File: src/rtl/debouncer_pkg.sv
// Shared types and width helpers for the debouncer bank.
package debouncer_pkg;

  typedef enum logic [1:0] {
    IDLE,
    PRESS_WAIT,
    PRESSED,
    RELEASE_WAIT
  } state_e;

  // Stability counter only needs to reach STABLE_CYCLES-1.
  function automatic int cnt_width(input int stable_cycles);
    return $clog2(stable_cycles);
  endfunction

  // Hold counter saturates at HOLD_CYCLES, so it needs one extra code.
  function automatic int hold_width(input int hold_cycles);
    return $clog2(hold_cycles + 1);
  endfunction

endpackage

File: src/rtl/debouncer_bank_if.sv
// Button bus between board pins and the debouncer bank.
interface debouncer_bank_if #(
  parameter int CHANNELS = 4
) ();
  logic [CHANNELS-1:0] button;
  logic [CHANNELS-1:0] button_out;
  logic [CHANNELS-1:0] press;
  logic [CHANNELS-1:0] release_pulse;
  logic [CHANNELS-1:0] long_press;

  modport master (
    output button,
    input  button_out,
    input  press,
    input  release_pulse,
    input  long_press
  );

  modport slave (
    input  button,
    output button_out,
    output press,
    output release_pulse,
    output long_press
  );
endinterface

File: src/rtl/debouncer_channel.sv
// One debounced channel: polarity fix, 2-flop synchroniser, stability FSM
// and long-press hold counter, all outputs registered.
module debouncer_channel
  import debouncer_pkg::*;
#(
  parameter int STABLE_CYCLES = 16,
  parameter int HOLD_CYCLES   = 1000,
  parameter bit ACTIVE_LOW    = 1'b0
) (
  input  logic clk,
  input  logic rst,
  input  logic button_i,
  output logic button_out_o,
  output logic press_o,
  output logic release_o,
  output logic long_press_o
);

  localparam int CNT_W  = cnt_width(STABLE_CYCLES);
  localparam int HCNT_W = hold_width(HOLD_CYCLES);
  localparam logic [CNT_W-1:0]  CNT_LAST  = CNT_W'(STABLE_CYCLES - 1);
  localparam logic [CNT_W-1:0]  CNT_ONE   = CNT_W'(1);
  localparam logic [HCNT_W-1:0] HOLD_MAX  = HCNT_W'(HOLD_CYCLES);
  localparam logic [HCNT_W-1:0] HOLD_LAST = HCNT_W'(HOLD_CYCLES - 1);

  state_e             state_q;
  logic               s1_q, s2_q;
  logic [CNT_W-1:0]   cnt_q;
  logic [HCNT_W-1:0]  hcnt_q, hcnt_d;
  logic               hold_hit;
  logic               button_out_q, press_q, release_q, long_press_q;
  logic               raw;

  assign raw = button_i ^ ACTIVE_LOW;

  // Saturating hold increment; hold_hit marks the step onto HOLD_CYCLES.
  always_comb begin
    hcnt_d   = hcnt_q;
    hold_hit = 1'b0;
    if (hcnt_q != HOLD_MAX) begin
      hcnt_d   = hcnt_q + HCNT_W'(1);
      hold_hit = (hcnt_q == HOLD_LAST);
    end
  end

  always_ff @(posedge clk or posedge rst) begin
    if (rst) begin
      s1_q         <= 1'b0;
      s2_q         <= 1'b0;
      state_q      <= IDLE;
      cnt_q        <= '0;
      hcnt_q       <= '0;
      button_out_q <= 1'b0;
      press_q      <= 1'b0;
      release_q    <= 1'b0;
      long_press_q <= 1'b0;
    end else begin
      s1_q         <= raw;
      s2_q         <= s1_q;
      press_q      <= 1'b0;
      release_q    <= 1'b0;
      long_press_q <= 1'b0;
      case (state_q)
        IDLE: begin
          hcnt_q <= '0;
          if (s2_q) begin
            state_q <= PRESS_WAIT;
            cnt_q   <= CNT_ONE;
          end
        end
        PRESS_WAIT: begin
          if (!s2_q) begin
            state_q <= IDLE;
            cnt_q   <= '0;
          end else if (cnt_q == CNT_LAST) begin
            state_q      <= PRESSED;
            cnt_q        <= '0;
            button_out_q <= 1'b1;
            press_q      <= 1'b1;
            hcnt_q       <= '0;
          end else begin
            cnt_q <= cnt_q + CNT_ONE;
          end
        end
        PRESSED: begin
          hcnt_q       <= hcnt_d;
          long_press_q <= hold_hit;
          if (!s2_q) begin
            state_q <= RELEASE_WAIT;
            cnt_q   <= CNT_ONE;
          end
        end
        RELEASE_WAIT: begin
          // A committed release pre-empts a long press landing on the same edge.
          if (!s2_q && cnt_q == CNT_LAST) begin
            state_q      <= IDLE;
            cnt_q        <= '0;
            hcnt_q       <= '0;
            button_out_q <= 1'b0;
            release_q    <= 1'b1;
          end else begin
            hcnt_q       <= hcnt_d;
            long_press_q <= hold_hit;
            if (s2_q) begin
              state_q <= PRESSED;
              cnt_q   <= '0;
            end else begin
              cnt_q <= cnt_q + CNT_ONE;
            end
          end
        end
        default: begin
          state_q <= IDLE;
          cnt_q   <= '0;
          hcnt_q  <= '0;
        end
      endcase
    end
  end

  assign button_out_o = button_out_q;
  assign press_o      = press_q;
  assign release_o    = release_q;
  assign long_press_o = long_press_q;

endmodule

File: src/rtl/debouncer_bank.sv
// Bank of independent debouncer channels; the top only slices the bus.
module debouncer_bank
  import debouncer_pkg::*;
#(
  parameter int CHANNELS      = 4,
  parameter int STABLE_CYCLES = 16,
  parameter int HOLD_CYCLES   = 1000,
  parameter bit ACTIVE_LOW    = 1'b0
) (
  input  logic             clk,
  input  logic             rst,
  debouncer_bank_if.slave  bus_if
);

  logic [CHANNELS-1:0] button_out_w;
  logic [CHANNELS-1:0] press_w;
  logic [CHANNELS-1:0] release_w;
  logic [CHANNELS-1:0] long_press_w;

  for (genvar gi = 0; gi < CHANNELS; gi++) begin : g_chan
    debouncer_channel #(
      .STABLE_CYCLES (STABLE_CYCLES),
      .HOLD_CYCLES   (HOLD_CYCLES),
      .ACTIVE_LOW    (ACTIVE_LOW)
    ) u_chan (
      .clk          (clk),
      .rst          (rst),
      .button_i     (bus_if.button[gi]),
      .button_out_o (button_out_w[gi]),
      .press_o      (press_w[gi]),
      .release_o    (release_w[gi]),
      .long_press_o (long_press_w[gi])
    );
  end

  assign bus_if.button_out    = button_out_w;
  assign bus_if.press         = press_w;
  assign bus_if.release_pulse = release_w;
  assign bus_if.long_press    = long_press_w;

endmodule

File: src/flat_wrapper.sv
// flat-port wrapper written by rule: the top's interface ports become plain ports
module debouncer_bank_flat import debouncer_pkg::*;
#(
  parameter int CHANNELS      = 4,
  parameter int STABLE_CYCLES = 16,
  parameter int HOLD_CYCLES   = 1000,
  parameter bit ACTIVE_LOW    = 1'b0
)
  (clk, rst, bus_if_button, bus_if_button_out, bus_if_press, bus_if_release_pulse, bus_if_long_press);
  debouncer_bank_if #(.CHANNELS(CHANNELS)) bus_if_i ();
  input  logic clk;
  input  logic rst;
  input wire logic [$bits(bus_if_i.button)-1:0] bus_if_button;
  output wire logic [$bits(bus_if_i.button_out)-1:0] bus_if_button_out;
  output wire logic [$bits(bus_if_i.press)-1:0] bus_if_press;
  output wire logic [$bits(bus_if_i.release_pulse)-1:0] bus_if_release_pulse;
  output wire logic [$bits(bus_if_i.long_press)-1:0] bus_if_long_press;
  assign bus_if_i.button = bus_if_button;
  assign bus_if_button_out = bus_if_i.button_out;
  assign bus_if_press = bus_if_i.press;
  assign bus_if_release_pulse = bus_if_i.release_pulse;
  assign bus_if_long_press = bus_if_i.long_press;
  debouncer_bank #(.CHANNELS(CHANNELS), .STABLE_CYCLES(STABLE_CYCLES), .HOLD_CYCLES(HOLD_CYCLES), .ACTIVE_LOW(ACTIVE_LOW)) u_core (.clk(clk), .rst(rst), .bus_if(bus_if_i));
endmodule
File: config.mk
export PLATFORM = sky130hd
export DESIGN_NAME = debouncer_bank_flat
export DESIGN_NICKNAME = d
export VERILOG_FILES = /design/src/rtl/debouncer_pkg.sv /design/src/rtl/debouncer_bank_if.sv /design/src/rtl/debouncer_channel.sv /design/src/rtl/debouncer_bank.sv /design/src/flat_wrapper.sv
export SDC_FILE = /design/constraint.sdc
export NUM_CORES = 1
export LEC_CHECK = 0
export CAP_MARGIN = 20
export CORE_UTILIZATION = 50
export DETAILED_ROUTE_END_ITERATION = 8
export GPL_TIMING_DRIVEN = 0
export PLACE_DENSITY_LB_ADDON = 0.3
export SLEW_MARGIN = 10
export SYNTH_ARGS = -nofsm -noshare
export SYNTH_HDL_FRONTEND = slang
export SYNTH_HIERARCHICAL = 1
export SYNTH_SLANG_ARGS = --single-unit
File: constraint.sdc
create_clock -name clk -period 2.15 [get_ports clk]
set_clock_uncertainty 0.1 [all_clocks]
set_input_delay 0.215 -clock clk [delete_from_list [all_inputs] [get_ports clk]]
set_output_delay 0.215 -clock clk [all_outputs]
set_load 0.02 [all_outputs]
### Word-level counts from Yosys, hierarchy flattened

Cells that the tools add are included.

* register bits after elaboration: 88
* bits of input ports: 6
* output and inout bits: 16
* logic and storage cells: 252

* $add $sub $neg: 8
* eq/ne operators: 52
* multiplexer cells: 124
* reduce and logical (&&, ||, !) cells: 32

Operators with widths (count)
* 10-bit two-way mux: 16
* 10-bit case mux with 4 select lines: 4
* 4-bit two-way mux: 24
* 4-bit case mux with 4 select lines: 4
* 2-bit two-way mux: 24
* 10-bit by 1-bit adder with 10-bit output (second input constant): 4
* 10-bit == test (second input constant): 4
* 1-bit two-way mux: 40
* 10-bit != test (second input constant): 4
* 2-bit != test (second input constant): 20
* 2-bit case mux with 4 select lines: 4
* 4-bit AND reduction: 8
* 3-bit != test (second input constant): 8
* 4-bit by 1-bit adder with 4-bit output (second input constant): 4
* 2-bit == test (second input constant): 8
* 4-bit == test (second input constant): 4
* 1-bit case mux with 2 select lines: 8
* 2-bit AND reduction: 8
* 2-bit by 1-bit == test with 1-bit output (second input constant): 4
* 2-bit logical NOT: 4
* 2-bit nonzero test: 4
* 1-bit logical AND: 4
* 1-bit logical NOT: 4

### Longest topological paths before layout

Gate-level depths: netlist of run 1.

* word-level depth: 4
* mapped depth: 6
* gate-level depth less buffers: 6

### Modules after synthesis

The synthesis of run 1 kept the hierarchy.

Modules (own cells, without submodules)
* debouncer_channel (u_core.g_chan[0].u_chan ...): times used 3, cells an instance 112, area an instance 1117.3 sq um, sequential area each 550.5 sq um
* debouncer_channel (u_core.g_chan[3].u_chan): times used 1, cells an instance 106, area an instance 1099.8 sq um, sequential area each 550.5 sq um

### Worst setup path before layout of run 1

OpenSTA, ideal clock, no wires.

* kind: reg-to-reg
* start: register u_core.g_chan[3].u_chan.cnt_q[0]
* end: register u_core.g_chan[3].u_chan.hcnt_q[0]
* setup time: 0.125 ns
* arrival: 1.558 ns
* required time: 1.925 ns
* slack: 0.367 ns
* cell stages (with the launch flop): 7
* buffers on the path: 1
* clock period less this slack: 1.783 ns
* cells stage by stage: dfrtp_1 ha_1 nand4_1 o21a_1 clkbuf_1 and2_4 mux2_4

* cells in the longest elaborated chain, start to end: 4
* elaborated cells on any way between the ends: 6
* those cells by class: eq/ne: 2; mux: 2; reduce/logical: 2

Ends and longest elaborated chain
* start, declared: line debouncer_channel.sv:28 `logic [CNT_W-1:0] cnt_q;`
* start signal, assigned: line debouncer_channel.sv:82 `cnt_q <= cnt_q + CNT_ONE;`
* start signal, assigned: line debouncer_channel.sv:108 `cnt_q <= cnt_q + CNT_ONE;`
* 4-bit == test (*): line debouncer_channel.sv:75, debouncer_channel.sv:95
* 1-bit logical AND: line debouncer_channel.sv:95 `if (!s2_q && cnt_q == CNT_LAST) begin`
* 10-bit two-way mux: line debouncer_channel.sv:95
* 10-bit case mux with 4 select lines: line debouncer_channel.sv:63 `case (state_q)`
* end signal, assigned: line debouncer_channel.sv:86 `hcnt_q <= hcnt_d;`
* end signal, assigned: line debouncer_channel.sv:102 `hcnt_q <= hcnt_d;`
* end, declared: line debouncer_channel.sv:29 `logic [HCNT_W-1:0] hcnt_q, hcnt_d;`

Every way passes the cells marked *; elsewhere a longest branch is shown, timed or not.
A chain may end at the register's enable or synchronous reset.

### Worst setup path in the final report of run 1

Ends and elaborated chain as after synthesis.

==> results by group, run 1 <==
Critical path
  • Start of the worst register-to-register path: u_core/g_chan[3].u_chan/cnt_q[0]
  • Crit end category: flip-flop
  • Reg-to-Reg End: u_core/g_chan[3].u_chan/hcnt_q[0]
  • Worst-path fanout max: 10
  • Required arrival time at the worst endpoint: ~2.3 ns
  • Worst Setup Path Type: reg2reg
  • Worst reg2reg path depth: 6
  • Critical path launch point type: flip-flop
  • Data arrival time of the worst path: around 2.1 ns
  • Worst-case register-to-register setup slack: 0.17 ns

Placement
  • Worst slack after detailed placement: between 0.02 and 0.025 ns
  • Number of port buffers: 21
  • Detailed placer's ending HPWL: 5753 µm
  • Number of placed instances with taps included: approximately 570
  • Final estimated routing congestion in global placement: 0.8646
  • Post-place instance area: approximately 4800 µm²

Detailed routing
  • Post-route antenna net violation count: 0
  • Residual DRC count: 0
  • Total wirelength of the detailed-routed design: around 8000 µm
  • Number of search-and-repair iterations in the first detailed-routing pass: 4
  • Vias: about 3400
  • Mean number of vias per cell: a little under 6
  • Routed wire per std cell: about 14 µm
  • Starting DRT DRC Count: 95

STA
  • RSZ-0062 raised after global routing: false
  • Final min period: roughly 2.0 ns
  • Total Negative Setup Slacks: 0 ns
  • Post-layout worst setup margin: around 0.17 ns
  • Part of the cycle the worst path needs: just over 90%
  • Final-report hold violation count: 0
  • Max-slew violation total from the final report: 0
  • Rel. slew slack: a little over two fifths
  • Worst-Margin Slew: around 0.86 ns
  • Fmax: 0.5052 GHz
  • Setup violators final: 0

Pwr
  • Peak supply drop: between 0.3 and 0.4 mV
  • Power consumption: 0.003121 W
  • PD cells: around 620 nW/µm²
  • Leak pwr: 2.223 nW

Clock tree
  • Hold_buf cts: 0
  • Later-pin clock latency in the skew report: between 0.3 and 0.4 ns
  • Max Root-Sink Buffers: 2
  • Clk slew on worst S/H paths: around 0.080 ns
  • CTS Root Cell: clkbuf_8
  • Number of buffers created by CTS: 9
  • Clk sinks: 88
  • CTS tree: yes
  • Max H-tree Level: 3

Synthesis
  • Fraction of synthesis flops using an asynchronous set or reset pin: 100.0%
  • Register bit total from synthesis: 88
  • Post-Synthesis Net Count: 460
  • Cells after Synth: around 440
  • Post-Synthesis Cell Area: 4452 µm²
  • Top area cells in the synthesized netlist: dfrtp_1, ha_1, nand3_1
  • Yosys top cell by area: dfrtp_1
  • List of most frequent post-synthesis cells: dfrtp_1, nor2_1, nand3_1
  • Sequential fraction of the synthesis area: between 40% and 50%
  • Distinct cells, synth: between 50 and 60
  • Fraction of synthesized cell area taken by the top area cell type: between 40% and 50%
  • Most used flip-flop cell after synthesis: dfrtp_1
  • Synthesized area divided by synthesized cell count: 10.07 µm²
  • Most frequently used cell type in the post-synthesis netlist: dfrtp_1
  • Number of synthesized flops with an enable pin: 0
  • Number of warnings reported in the yosys synthesis log: 6

Hold path
  • Hold Path End: u_core/g_chan[2].u_chan/s1_q
  • Hold/Removal Path Class: in2reg
  • Min-Delay Path Depth: 1
  • Worst hold start: bus_if_button[2]

Layout
  • Post-layout net count: 493
  • Final std cells w/o fill: roughly 590
  • Post-Layout Inst Area: around 5000 µm²
  • Antenna cell count: 0
  • Fill cells: ~800
  • Fraction of final layout cells sized beyond drive strength 1: between 10% and 20%
  • Synth-to-layout area growth: 12.84%

GRT
  • Residual overflow from global routing: 0
  • Gr usage total: about a fifth
  • Vias in the first global route: approximately 3300
  • Maximum number of pins on one net before global-route repair: 23
  • Initial antenna violation count: 0
  • First-pass GRT wire length: 14060 µm

Floorplan
  • Die W: 96.36 µm
  • Starting utilization of the core area: 51.30%
  • Die Outline Area: between 9000 and 10000 µm²
  • IO Count: 22
  • Number of placement rows: 34
  • DIE HEIGHT: around 96 µm
  • Core area: ~8700 µm²

Run
  • Max-capacitance violation count: 0

Outcome
  • Result of the run: completed
-- power breakdown --
group | total [W] | internal [W] | leakage [nW] | switching, W
logic | 0.000171 | 0.0000677 | 0.932 | 0.000104
clock network | 0.00122 | 0.000656 | 0.104 | 0.000569
registers | 0.00173 | 0.00169 | 1.19 | 0.0000355
total | 0.00312 | 0.00241 | 2.22 | 0.000708
-- metrics by stage --
step	utilization, %	hold slack [ns]
after floorplan	-	0.1042
after global placement	55.28	0.2327
after detailed placement	55.28	0.2365
after CTS	57.73	0.1742
after global routing	57.89	0.1752
final	57.89	0.1932
-- sequential cells by signal, indices dropped and copies added, names as in the netlist --
register / count
u_core/g_chan.u_chan/state_q: 8
u_core/g_chan.u_chan/release_o: 4
u_core/g_chan.u_chan/s1_q: 4
u_core/g_chan.u_chan/s2_q: 4
u_core/g_chan.u_chan/press_o: 4
u_core/g_chan.u_chan/button_out_o: 4
u_core/g_chan.u_chan/long_press_o: 4
u_core/g_chan.u_chan/hcnt_q: 40
u_core/g_chan.u_chan/cnt_q: 16
-- worst max-delay path, cell delays in order, from the launching register on --
cell and delay [ns]:
dfrtp_1 0.39, ha_2 0.23, nand4_1 0.22, o21a_1 0.24, clkbuf_1 0.22, and2_4 0.21
mux2_4 0.25
-- metal layers --
metal  track usage, %  part of all wire (%)  vias up
li1                 -                     -     1674
met1            24.48                    47     1682
met2            33.16                    49       61
met3            4.897                   3.5        7
met4            4.167                  0.70        0
met5                0                     0        -
-- layout make-up --
class	instances	area, µm²	share of cell area, %
inverters	28	105.1	2.092
well taps	108	135.1	2.690
multi-input cells	313	2072	41.25
flip-flops and latches	88	2202	43.84
plain buffers	13	78.83	1.569
clock inverters	5	81.33	1.619
clock buffers	11	131.4	2.615
repair buffers	22	217.7	4.334
-- kinds of logic after synthesis --
| logic type | synth area share [%] |
|---|---|
| compound gates | 16.64 |
| xor+xnor | 0.7869 |
| fa+ha+maj | 3.373 |
| buf+inv | 4.131 |
| flops | 49.47 |
| mux | 3.597 |
| simple gates | 22.01 |
-- repair_timing --
item,in CTS,in global routing
endpoints found under the setup margin,0,6
setup buffers,0,1
gates resized for setup,0,2
-- how the worst max path moves through the flow --
stage	start	to	slack [ns]	cells after the start
final	u_core/g_chan[3].u_chan/cnt_q[0]	u_core/g_chan[3].u_chan/hcnt_q[0]	0.17	6
after global routing	u_core/g_chan[3].u_chan/cnt_q[0]	u_core/g_chan[3].u_chan/hcnt_q[0]	0.03	6
after CTS	u_core/g_chan[3].u_chan/cnt_q[0]	u_core/g_chan[3].u_chan/hcnt_q[0]	0.002	5
after detailed placement	u_core/g_chan[3].u_chan/cnt_q[0]	u_core/g_chan[3].u_chan/hcnt_q[0]	0.02	5
after global placement	u_core/g_chan[3].u_chan/cnt_q[0]	u_core/g_chan[3].u_chan/hcnt_q[0]	0.07	5
after floorplan	u_core/g_chan[3].u_chan/cnt_q[0]	u_core/g_chan[3].u_chan/hcnt_q[0]	0.37	6
-- layout by cell type (no fill, tap or decap), types with 7 or more instances in the layout --
cell type / Yosys / layout
dfrtp_1: 88 / 88
nor2_1: 31 / 31
nand3_1: 29 / 29
inv_1: 28 / 28
nand2_1: 22 / 22
clkdlybuf4s50_1: 0 / 21
a21oi_1: 18 / 18
o21ai_0: 16 / 16
nand4_1: 15 / 15
and2_1: 14 / 14
nand2b_1: 13 / 13
a21o_1: 11 / 11
ha_1: 12 / 11
mux2i_1: 10 / 10
clkbuf_8: 0 / 9
a22o_1: 9 / 9
o21a_1: 7 / 7
and3_1: 7 / 7
Note: power is estimated with default switching activity, not from simulation.
==> run 2, diff against run 1 <==
Settings changed: CTS_CLUSTER_DIAMETER set to 40.
==> results of run 2 <==
Same layout as run 1: the final DEF is identical, and so are final timing and power.
==> variant 1 (flow settings as in run 2) <==
`HOLD_CYCLES` is set to 1000 in 3 places; all go to 2000.
--- a/src/rtl/debouncer_channel.sv
+++ b/src/rtl/debouncer_channel.sv
@@ -5,5 +5,5 @@
 #(
   parameter int STABLE_CYCLES = 16,
-  parameter int HOLD_CYCLES   = 1000,
+  parameter int HOLD_CYCLES   = 2000,
   parameter bit ACTIVE_LOW    = 1'b0
 ) (
--- a/src/rtl/debouncer_bank.sv
+++ b/src/rtl/debouncer_bank.sv
@@ -5,5 +5,5 @@
   parameter int CHANNELS      = 4,
   parameter int STABLE_CYCLES = 16,
-  parameter int HOLD_CYCLES   = 1000,
+  parameter int HOLD_CYCLES   = 2000,
   parameter bit ACTIVE_LOW    = 1'b0
 ) (
--- a/src/flat_wrapper.sv
+++ b/src/flat_wrapper.sv
@@ -4,5 +4,5 @@
   parameter int CHANNELS      = 4,
   parameter int STABLE_CYCLES = 16,
-  parameter int HOLD_CYCLES   = 1000,
+  parameter int HOLD_CYCLES   = 2000,
   parameter bit ACTIVE_LOW    = 1'b0
 )
Check against the original RTL: no difference found for any inputs over 10 cycles, from zero or initial values and one cycle with rst high; that may be too few to reach the edited logic, so the function may still have changed.
==> variant 1 against run 2 <==
Largest power group unchanged; first-iteration DRC count grew 62%; worst setup slack lost 85 ps; combinational power is essentially flat; sequential cell count grew 4; wire length grew 11%; count of clock-buffer cells in the layout is the same; synthesized area grew 5.5%; synthesized cell count grew 6.8%; core utilization grew 1.3 points; total power grew 2.9%; design area grew 4.7%; via count grew 9.0%; sequential share of layout area shrank 0.068 points.
==> variant 1: results (changes against run 2) <==
| Metric | Value |
|---|---|
| Length of routed met3 wiring | `339 um (+19%)` |
| Result of the run | `finished clean` |
| Syn avg cell area | `9.95 um2 (-1.2%)` |
| Commonest cells in the synthesized netlist | `dfrtp_1 (92), o21ai_0 (48), nand3_1 (34)` |
| Headroom to the max-slew limit | `41.6% (-0.75 points)` |
| Number of fill cells | `737 (-5.9%)` |
| CP max stage delay | `480 ps (+90 ps)` |
| DR iter-0 viols | `154 (+62%)` |
| Hold slack | `199 ps (+5.51 ps)` |
| CTS H-tree depth | `3 (unchanged)` |
| Via count of the first global-routing pass | `3533 (+8.5%)` |
| Number of search-and-repair iterations in the first detailed-routing pass | `5 (+1)` |
| Max frequency | `484 MHz (-4.1%)` |
| M3 GR Usage | `5.04% (+0.14 points)` |
| Worst-case register-to-register setup slack | `90 ps (-90 ps)` |
| Parity-gate share of the synthesized area counting xor and xnor cells | `2.80% (+2.0 points)` |
| Part of the total power dissipated in the clock network | `38.8% (-0.4 points)` |
| Placed Instance Area | `5040 um2 (+5.1%)` |
| Mux share of post-synthesis cell area | `2.24% (-1.4 points)` |
| Adder and majority gate portion of the synthesized area | `3.20% (-0.18 points)` |
| Fraction of layout cells with a size suffix above 1 | `10.7% (-0.79 points)` |
| Routed wire length on met2 | `4290 um (+6.9%)` |
| Global-route wire length before repair | `15900 um (+13%)` |
| Sequential cell area | `2300 um2 (+4.5%)` |
| Met1 Wirelength | `4320 um (+14%)` |
| Maximum fanout count along the critical path | `7 (-3)` |
| Average wire length per cell after detail routing | `14.7 um (+6.0%)` |
| Syn_nets | `490 (+6.5%)` |
| Via count | `3733 (+9.0%)` |
| Number of placed instances with taps included | `601 (+5.3%)` |
| Leakage component of the power | `0.00223 uW (+0.14%)` |
| Destination of the worst hold path | `u_core/g_chan[1].u_chan/s1_q$_DFF_PP0_` |
| Worst slack at placement | `-145 ps (-167 ps)` |
| GR met1 Demand/Resource | `26.6% (+2.1 points)` |
| Slowest CP cell | `o21ai_1` |
| Count of placed standard cells in the final layout, fillers left out | `614 (+4.4%)` |
| Peak supply drop | `443 uV (+32%)` |
| Worst Reg2Reg Path Length in Cells | `5 (-1)` |
| Largest cells by area after synthesis | `dfrtp_1 (49%), o21ai_0 (5.1%), nand3_1 (3.6%)` |
| Portion of total power attributed to combinational logic | `5.3% (-0.2 points)` |
| Critical Path AT | `2200 ps (+80 ps)` |
| Post-DP HPWL | `6140 um (+6.7%)` |
| Final Power | `3210 uW (+2.9%)` |
| Startpoint of the tightest hold check path | `bus_if_button[1]` |
| Largest registers | `u_core/g_chan.u_chan/hcnt_q x44, u_core/g_chan.u_chan/cnt_q x16, u_core/g_chan.u_chan/state_q x8` |
| Largest net degree at the start of global routing | `24 (+4.3%)` |
| Sequential element share of the synthesized area | `49.0% (-0.44 points)` |
| GRT met2 Usage | `32.3% (-0.83 points)` |
| Nets | `522 (+5.9%)` |
| Switching part of the total | `21.4% (-1.3 points)` |
| Overall fraction of global-route tracks in use | `20.0% (+0.67 points)` |
## variant 1: cell types whose count changed in the layout (fill, tap and decap cells not counted), sizes merged, moves of 6 or more
cell           run 2  this run
a21o              11         1
a21oi             21        12
a22o              11        20
a31oi              3        18
and2              15         8
and3              10         4
clkbuf            18        24
mux2i             10         0
nand2b            13         0
nor3               5        12
o211ai             9         0
o21ai             23        49
xnor2              0        12
## variant 1: what timing repair did
item,in CTS,in global routing
resized for setup,3,2
pin swaps,0,0
setup endpoints to repair,8,4
## variant 1: cell type report
cell class                 count  area share (%)
sequential                    92            43.8
multi-input combinational    332            41.8
timing repair buffer          21            4.00
clock buffer                  11            2.88
tap                          108            2.57
inverter                      29            2.07
buffer                        19            1.74
clock inverter                 2            1.14
## variant 1: worst register-to-register path, delay by kind of cell, from the launching register on
family	cells	cell delay, ps
DFF	1	400
and+or+nand+nor	1	230
muxes	1	300
AOI/OAI and AO/OA	2	710
adders and majority gates	1	220
==> variant 2 (settings of run 2) <==
Made on the original files. Re-encode `state_e` (4 states) as one-hot, 4 bits wide.
--- a/src/rtl/debouncer_pkg.sv
+++ b/src/rtl/debouncer_pkg.sv
@@ -2,9 +2,9 @@
 package debouncer_pkg;
 
-  typedef enum logic [1:0] {
-    IDLE,
-    PRESS_WAIT,
-    PRESSED,
-    RELEASE_WAIT
+  typedef enum logic [3:0] {
+    IDLE         = 4'b0001,
+    PRESS_WAIT   = 4'b0010,
+    PRESSED      = 4'b0100,
+    RELEASE_WAIT = 4'b1000
   } state_e;
 
Formal check against the unedited RTL: no difference found for any inputs over 10 cycles, from zero or initial values and one cycle with rst high; not proved beyond that.
==> variant 2 against run 2 <==
Sequential share of layout area fell by 6.7 points; synthesized area rose by 28%; sequential cell count rose by 8; worst setup slack improved by 19 ps; clock power rose by 52%; wire length rose by 44%; design area rose by 29%; total power rose by 49%; critical path type unchanged.
==> variant 2: results (changes against run 2) <==
| Metric | Value |
|---|---|
| Number of fill cells | `932 (+19%)` |
| Fraction of area in registers | `37.1% (-6.7 points)` |
| Met1 Wirelength | `5400 um (+42%)` |
| Post-DP HPWL | `8160 um (+42%)` |
| Number of multi-input combinational cells | `441 (+41%)` |
| Worst-case register-to-register setup slack | `190 ps (+20 ps)` |
| Via count of the first global-routing pass | `4426 (+36%)` |
| Syn avg cell area | `9.77 um2 (-3.0%)` |
| Number of distinct library cells after synthesis | `67 (+24%)` |
| Fraction of area in clock buffers and inverters | `5.34% (+1.1 points)` |
| Worst Tran Pin Value | `910 ps (+47.2 ps)` |
| Leakage component of the power | `0.00247 uW (+11%)` |
| Synthesis-stage register bit count | `96 (+9.1%)` |
| Number of placed instances with taps included | `745 (+30%)` |
| Placed Instance Area | `6090 um2 (+27%)` |
| Routability congestion estimate | `0.846 (-2.2%)` |
| Multi-input gate area | `3050 um2 (+47%)` |
| Sequential cell area | `2410 um2 (+9.3%)` |
| Comb. pwr | `770 uW (+350%)` |
| Total routed wirelength | `11700 um (+44%)` |
| Launch instance of the worst register-to-register path | `u_core/g_chan[0].u_chan/cnt_q[0]$_DFFE_PP0P_` |
| Average wire length per cell after detail routing | `15.4 um (+11%)` |
| Worst hold-check path type | `primary input to asynchronous set/reset pin` |
| Result of the run | `finished clean` |
| Sequential element share of the synthesized area | `42.2% (-7.3 points)` |
| Number of buffers outside the clock class in the layout | `45 (+29%)` |
| Adder and majority gate portion of the synthesized area | `2.63% (-0.74 points)` |
| Mux share of post-synthesis cell area | `1.25% (-2.3 points)` |
| Largest cells by area after synthesis | `dfrtp_1 (40%), xnor2_1 (3.4%), o21ai_0 (3.3%)` |
| Share of final layout cell area taken by non-clock buffers | `6.35% (+0.44 points)` |
| Overall fraction of global-route tracks in use | `21.6% (+2.3 points)` |
| Switching power | `1250 uW (+77%)` |
| Largest registers | `u_core/g_chan.u_chan/hcnt_q x40, u_core/g_chan.u_chan/cnt_q x16, u_core/g_chan.u_chan/state_q x16` |
| Vias per Instance | `5.92 (+1.7%)` |
| Root cell of the clock tree | `clkbuf_16` |
| Slowest CP cell | `a221o_1` |
| Synth Area in Compound Gates | `18.1% (+1.5 points)` |
| Kind of cell adding the most delay to the critical path | `compound AO/OA/AOI/OAI gates` |
| Nets | `636 (+29%)` |
| Commonest cells in the synthesized netlist | `dfrtp_1 (92), nor2_1 (39), o21ai_0 (38)` |
| Global-route wire length before repair | `20200 um (+44%)` |
| Clock input transition at the sequential cells of the worst setup and hold paths | `60 ps (-20 ps)` |
| End of the worst register-to-register path | `u_core/g_chan[0].u_chan/hcnt_q[2]$_DFFE_PP0P_` |
| Routed wire length on met2 | `5800 um (+45%)` |
| Peak supply drop | `618 uV (+84%)` |
| Parity-gate share of the synthesized area counting xor and xnor cells | `3.53% (+2.7 points)` |
| CP max stage delay | `440 ps (+50 ps)` |
[variant 2: through the flow]
step	hold slack [ps]	total power [uW]	setup WS (ps)	utilization, %
finish	82.5	4660	189	59.0
global route	89.2	4870	36.2	59.0
CTS	189	4680	59.1	58.6
detailed placement	241	2800	72.0	55.4
global placement	236	2770	143	55.4
floorplan	129	2630	333	-
[variant 2: repair_timing]
action,CTS,global route
hold buffers,0,0
endpoints found under the setup margin,0,1
buffers inserted,0,0
gates resized for setup,0,1
[variant 2: how the worst max path moves through the flow]
stage                                                             from                                             to  slack [ps]  cells after the start
after CTS                 u_core/g_chan[3].u_chan/cnt_q[0]$_DFFE_PP0P_  u_core/g_chan[3].u_chan/hcnt_q[9]$_DFFE_PP0P_          60                      5
after global routing      u_core/g_chan[2].u_chan/cnt_q[0]$_DFFE_PP0P_  u_core/g_chan[2].u_chan/hcnt_q[5]$_DFFE_PP0P_          40                      5
final                     u_core/g_chan[0].u_chan/cnt_q[0]$_DFFE_PP0P_  u_core/g_chan[0].u_chan/hcnt_q[2]$_DFFE_PP0P_         190                      5
after floorplan           u_core/g_chan[3].u_chan/cnt_q[0]$_DFFE_PP0P_  u_core/g_chan[3].u_chan/hcnt_q[7]$_DFFE_PP0P_         330                      6
after global placement    u_core/g_chan[3].u_chan/cnt_q[0]$_DFFE_PP0P_  u_core/g_chan[3].u_chan/hcnt_q[9]$_DFFE_PP0P_         140                      5
after detailed placement  u_core/g_chan[3].u_chan/cnt_q[0]$_DFFE_PP0P_  u_core/g_chan[3].u_chan/hcnt_q[9]$_DFFE_PP0P_          70                      5
[variant 2: per-layer routing]
layer	GRT usage (%)	vias up
met4	10.4	0
met5	0	-
li1	-	2211
met3	3.71	15
met1	26.6	2221
met2	36.5	71
